==> config.mk <==
export PLATFORM = sky130hd
export DESIGN_NAME = serial_adder
export DESIGN_NICKNAME = d
export VERILOG_FILES = /design/src/rtl/serial_adder.sv
export SDC_FILE = /design/constraint.sdc
export NUM_CORES = 1
export LEC_CHECK = 0
export ABC_AREA = 1
export CORE_UTILIZATION = 55
export CTS_BUF_LIST = sky130_fd_sc_hd__clkbuf_8
export CTS_CLUSTER_SIZE = 8
export DETAILED_ROUTE_END_ITERATION = 10
export DONT_BUFFER_PORTS = 1
export GPL_TIMING_DRIVEN = 0
export HOLD_SLACK_MARGIN = 0.1
export PLACE_DENSITY = 0.79
export SLEW_MARGIN = 40
export SYNTH_ARGS = -nofsm -noshare
export SYNTH_HDL_FRONTEND = slang
export SYNTH_SLANG_ARGS = --single-unit
export TNS_END_PERCENT = 1
==> constraint.sdc <==
create_clock -name clk -period 3.05 [get_ports clk]
set_clock_uncertainty 0.1 [all_clocks]
set_input_delay 0.61 -clock clk [delete_from_list [all_inputs] [get_ports clk]]
set_output_delay 0.61 -clock clk [all_outputs]
set_load 0.01 [all_outputs]
==> src/rtl/serial_adder.sv <==
// Bit-serial adder: one full-adder cell reused over WIDTH cycles, operands LSB-first.
// Define SERIAL_ADDER_SUB_EN to add the sub port (A - B via ~B and carry-in 1).

module full_adder (
  input  logic a,
  input  logic b,
  input  logic ci,
  output logic s,
  output logic co
);
  assign s  = a ^ b ^ ci;
  assign co = (a & b) | (ci & (a ^ b));
endmodule

// state | meaning
// IDLE  | waiting for start, result held
// RUN   | one bit per cycle through the full adder
// FIN   | result valid, done pulse; start here chains the next operation
module serial_adder #(
  parameter int WIDTH = 32
) (
  input  logic             clk,
  input  logic             rst_n,
  input  logic             start,
  input  logic [WIDTH-1:0] A,
  input  logic [WIDTH-1:0] B,
  input  logic             Cin,
`ifdef SERIAL_ADDER_SUB_EN
  input  logic             sub,
`endif
  output logic             busy,
  output logic             done,
  output logic [WIDTH-1:0] Sum,
  output logic             Cout,
  output logic             overflow
);

  typedef enum logic [1:0] {IDLE, RUN, FIN} state_t;

  localparam int CW = (WIDTH > 1) ? $clog2(WIDTH) : 1;
  localparam logic [CW-1:0] LAST = CW'(WIDTH - 1);

  state_t           state;
  logic [WIDTH-1:0] a_sr;
  logic [WIDTH-1:0] b_sr;
  logic [WIDTH-2:0] res_sr;
  logic             carry;
  logic [CW-1:0]    cnt;

  logic             fa_s;
  logic             fa_co;
  logic             sub_sel;
  logic [WIDTH-1:0] b_load;
  logic             c_load;
  logic [WIDTH-1:0] res_next;

`ifdef SERIAL_ADDER_SUB_EN
  assign sub_sel = sub;
`else
  assign sub_sel = 1'b0;
`endif

  assign b_load   = sub_sel ? ~B : B;
  assign c_load   = sub_sel ? 1'b1 : Cin;
  assign res_next = {fa_s, res_sr};

  full_adder u_fa (
    .a  (a_sr[0]),
    .b  (b_sr[0]),
    .ci (carry),
    .s  (fa_s),
    .co (fa_co)
  );

  always_ff @(posedge clk or negedge rst_n) begin
    if (!rst_n) begin
      state    <= IDLE;
      a_sr     <= '0;
      b_sr     <= '0;
      res_sr   <= '0;
      carry    <= 1'b0;
      cnt      <= '0;
      busy     <= 1'b0;
      done     <= 1'b0;
      Sum      <= '0;
      Cout     <= 1'b0;
      overflow <= 1'b0;
    end else begin
      case (state)
        IDLE, FIN: begin
          done <= 1'b0;
          if (start) begin
            a_sr  <= A;
            b_sr  <= b_load;
            carry <= c_load;
            cnt   <= '0;
            busy  <= 1'b1;
            state <= RUN;
          end else begin
            state <= IDLE;
          end
        end
        RUN: begin
          a_sr   <= a_sr >> 1;
          b_sr   <= b_sr >> 1;
          res_sr <= res_next[WIDTH-1:1];
          carry  <= fa_co;
          cnt    <= cnt + 1'b1;
          if (cnt == LAST) begin
            // carry still holds the carry into the MSB on this last bit
            Sum      <= res_next;
            Cout     <= fa_co;
            overflow <= carry ^ fa_co;
            busy     <= 1'b0;
            done     <= 1'b1;
            state    <= FIN;
          end
        end
        default: state <= IDLE;
      endcase
    end
  end

endmodule

After elaboration in Yosys (flattened, before gate mapping)
Index checks and enable logic that the tools add are counted.
- bits of input ports: 68
- register bits: 139
- word-level logic and storage cells: 46
- reduce and logical (&&, ||, !) cells: 7
- $add $sub $neg: 1
- bitwise logic cells: 6
- equality and inequality tests: 5
- mux-type cells: 16
- operators by type and width (kind ; count):
    32-bit one-hot mux with 2 select lines ; 2
    32-bit 2-to-1 mux ; 2
    5-bit one-hot mux with 2 select lines ; 1
    1-bit one-hot mux with 2 select lines ; 3
    2-bit AND reduction ; 3
    5-bit by 1-bit adder with 5-bit output (second input constant) ; 1
    5-bit == test (second input constant) ; 1
    1-bit 2-to-1 mux ; 5
    5-bit 2-to-1 mux ; 1
    2-bit != test (second input constant) ; 2
    2-bit one-hot mux with 2 select lines ; 1
    3-bit AND reduction ; 1
    1-bit XOR ; 3
    1-bit bitwise AND ; 2
    2-bit by 1-bit == test with 1-bit output (second input constant) ; 1
    2-bit == test (second input constant) ; 1
    2-bit logical NOT ; 1
    2-bit 2-to-1 mux ; 1
    2-bit nonzero test ; 1
    2-bit OR reduction ; 1
    1-bit OR ; 1

Logic depth before layout (Yosys ltp)
- word-level depth: 4
- depth in mapped cells: 9
- gate-level depth less buffers: 8

Hierarchy
A second synthesis with hierarchy kept.
- cell total of the unflattened synthesis: 761
- area total of the unflattened synthesis: 6007.0 µm²
- modules (own cells, without submodules) (module ; seq. area each (µm²) ; instances ; area each (µm²) ; cells each):
    serial_adder ; 3478.3 ; 1 ; 5987.0 ; 760
    full_adder ; 0.0 ; 1 ; 20.0 ; 1

Worst setup path after synthesis
Ideal clock, no wire load.
- kind: register to register
- start: reg cnt[0]
- end: reg Sum[13]
- period minus slack after synthesis: 1589 ps
- required time: 2816 ps
- slack: 1461 ps
- arrival: 1355 ps
- path buffers: 1
- stages on the path, launching flop included: 8
- library setup time: 134 ps
- cell sequence: dfrtp_1 > ha_1 > nand2_1 > nor2_1 > ha_1 > nand2_2 > clkbuf_1 > o21ai_0
- cells in the longest elaborated chain, start to end: 2
- ends and longest elaborated chain (item ; RTL line ; RTL):
    from (decl) ; 48 ; logic [CW-1:0] cnt;
    from (signal assigned) ; 108 ; cnt <= cnt + 1'b1;
    5-bit == test ; 109 ; if (cnt == LAST) begin
    2-bit AND reduction (no line) ; - ;
    to (signal assigned) ; 111 ; Sum <= res_next;
    to (decl) ; 33 ; output logic [WIDTH-1:0] Sum,
No other way between the ends.
A chain may end at the register's enable or synchronous reset.

Worst setup path after layout
- start: reg cnt[0]
- end: reg Sum[1]
Same word-level chain as after synthesis.

==> results.toml <==
[outcome]
status = "finished, violations left"
failed_checks = "negative hold slack"

[sta]
min_period_ns = 1.91
finalCritPeriodShare = 0.626
tightestPinTransition_ns = 0.457
finalSetupTns_ns = 0
hold_viol = 139
slew_viol_final = 0
fmax_ghz = 0.524
relSlewSlack = 0.695
setup_viol_count_final = 0
finalWorstSetupSlack_ns = 1.14
hold_ws_ns = -0.233
rsz0062_at_grt = "false"

[yosys]
synth_top_area_cell = "dfrtp_1"
synth_cells = 761
synth_nets = 832
synth_seq_area_share = 0.579
synth_ff_type = "dfrtp_1"
ys_ff_latch = 139
ys_warn_count = 0
syn_avg_cell_area_sq_um = 7.90
synth_top_cell_area_share = 0.579
synth.area.top_cells = "dfrtp_1 58%, nand2_1 25%, inv_1 6.1%, o21ai_0 3.8%, o21ai_1 1.5%"
synth.distinct_cells = 21
synth_edf_count = 0
synth_common_cells = "408 x nand2_1, 139 x dfrtp_1, 98 x inv_1, 46 x o21ai_0, 18 x o21ai_1"
async_reset_ff_frac = 1.00
syn_area_sq_um = 6010
synth.most_common_cell = "nand2_1"

[power]
finalPower_mw = 6.93
power_density_nw_per_um2 = 1050
leakage_nw = 3.62
vdd_drop_max_mv = 0.480

[floorplanning]
dieArea_sq_um = 11300
rows = 37
start_util = 0.574
dieHeight_um = 107
core_area_sq_um = 10500
pin_count = 104
die_width_um = 107

[clock_tree]
cts_resized = 0
numCtsBuffers = 17
ctsHtreeMaxLevel = 4
clkLatencyLatePin_ns = 0.43
clock-sinks = 139
cts_setup_buffers = 0
root_buffer = "clkbuf_8"
path_clk_slew_ns = 0.08
cts_tree = "yes"
clock_path_buffers = 2

[grt]
grt_pass1_wl_um = 19800
grt_overflow = 0
grt_usage = 0.224
first_global_vias = 4459
grt_max_degree = 140
grt_antenna_before_repair = 0

[detailed_routing]
drcViolationCount = 0
routed_wl_um = 11600
vias_per_cell = 4.82
drt_iter0_drc = 321
route.detailed.wl_per_inst_um = 12.5
ant_nets = 0
vias = 4470
drt_first_pass_iters = 4

[final_layout]
area_growth_pct = 9.60
final_area_sq_um = 6590
fill_cells = 944
diodes = 0
nets = 851
drive_gt1_frac = 0.0732

[setup_path]
worstPathRequired_ns = 3.24
cp_max_fo = 10
critical_path_class = "flip-flop to flip-flop"
ff2ff_setup_slack_ns = 1.14
worst_ep_arrival_time_ns = 2.10
critPathLaunchType = "flip-flop"
endpoint_kind = "flip-flop"

[worst_hold_path]
min_path_type = "primary input to asynchronous set/reset pin"

[placement]
portBuffers = 0
place_ws_ns = 1.20
gp_congestion = 0.771
post-dp-hpwl_um = 7970
place_area_sq_um = 6180

[job]
drv_cap = 0
[cells in the final DEF (no fill, tap or decap), drive strengths merged]
| master | n |
|---|---|
| o21ai | 64 |
| inv | 103 |
| nor2 | 4 |
| nand3 | 3 |
| clkinv | 4 |
| clkinvlp | 4 |
| xnor2 | 1 |
| clkbuf | 28 |
| a21oi | 1 |
| nand4 | 1 |
| buf | 23 |
| bufinv | 3 |
| or2 | 1 |
| nand2 | 410 |
| fa | 1 |
| ha | 2 |
| dfrtp | 139 |
[worst paths after layout]
path	start	to	cells after the start
max reg2reg	cnt[0]$_DFFE_PN0P_	Sum[1]$_DFFE_PN0P_	7
max in group asynchronous	rst_n	a_sr[8]$_DFFE_PN0P_	0
min reg2reg	a_sr[4]$_DFFE_PN0P_	a_sr[4]$_DFFE_PN0P_	2
max	cnt[0]$_DFFE_PN0P_	Sum[1]$_DFFE_PN0P_	7
min in group clk	A[31]	a_sr[31]$_DFFE_PN0P_	2
min	rst_n	Sum[15]$_DFFE_PN0P_	0
[critical path, cell delays in order, from the launching register on]
cell and delay (ns):
dfrtp_1 0.43, ha_1 0.23, nand2_1 0.10, nor2_1 0.07
ha_1 0.21, nand2_2 0.13, clkbuf_1 0.36, o21ai_0 0.15
[per-layer routing]
metal | track usage | wire length [um] | up-vias
met3 | 0.0748 | 787 | 10
met4 | 0.0744 | 97 | 0
met1 | 0.276 | 5120 | 2065
li1 | - | - | 2285
met5 | 0 | 0 | -
met2 | 0.372 | 5640 | 110
[power breakdown]
part	total, mW	internal [mW]	leakage (nW)	switching, mW
sequential	3.21	2.65	1.78	0.558
combinational	2.18	0.791	1.64	1.39
clock	1.53	0.808	0.196	0.722
total	6.93	4.25	3.62	2.67
[cell type report]
type,instances,area (sq um),share of cell area
Clock inverter,14,173,0.0262
Inverter,100,375,0.0570
Multi-Input combinational cell,488,1970,0.300
Clock buffer,17,234,0.0355
Sequential cell,139,3480,0.528
Tap cell,136,170,0.0258
Buffer,34,181,0.0276
[stage by stage]
step	util	instances
global route	0.629	928
floorplan	-	761
global placement	0.591	897
CTS	0.629	928
finish	0.629	928
detailed placement	0.591	897
[cells by family after synthesis]
| kind of cell | synth area share |
|---|---|
| AO/OA/AOI/OAI | 0.0541 |
| XOR/XNOR | 0.00146 |
| adder cells (fa/ha/maj) | 0.00750 |
| buffers and inverters | 0.0927 |
| flip-flops | 0.579 |
| AND/OR/NAND/NOR | 0.265 |
[flip-flops by register name (all words and copies together), names as in the netlist]
| name | flops |
|---|---|
| b_sr | 32 |
| done | 1 |
| Cout | 1 |
| carry | 1 |
| busy | 1 |
| Sum | 32 |
| res_sr | 31 |
| overflow | 1 |
| a_sr | 32 |
| state | 2 |
| cnt | 5 |
Power figures use the tool's default switching activity.
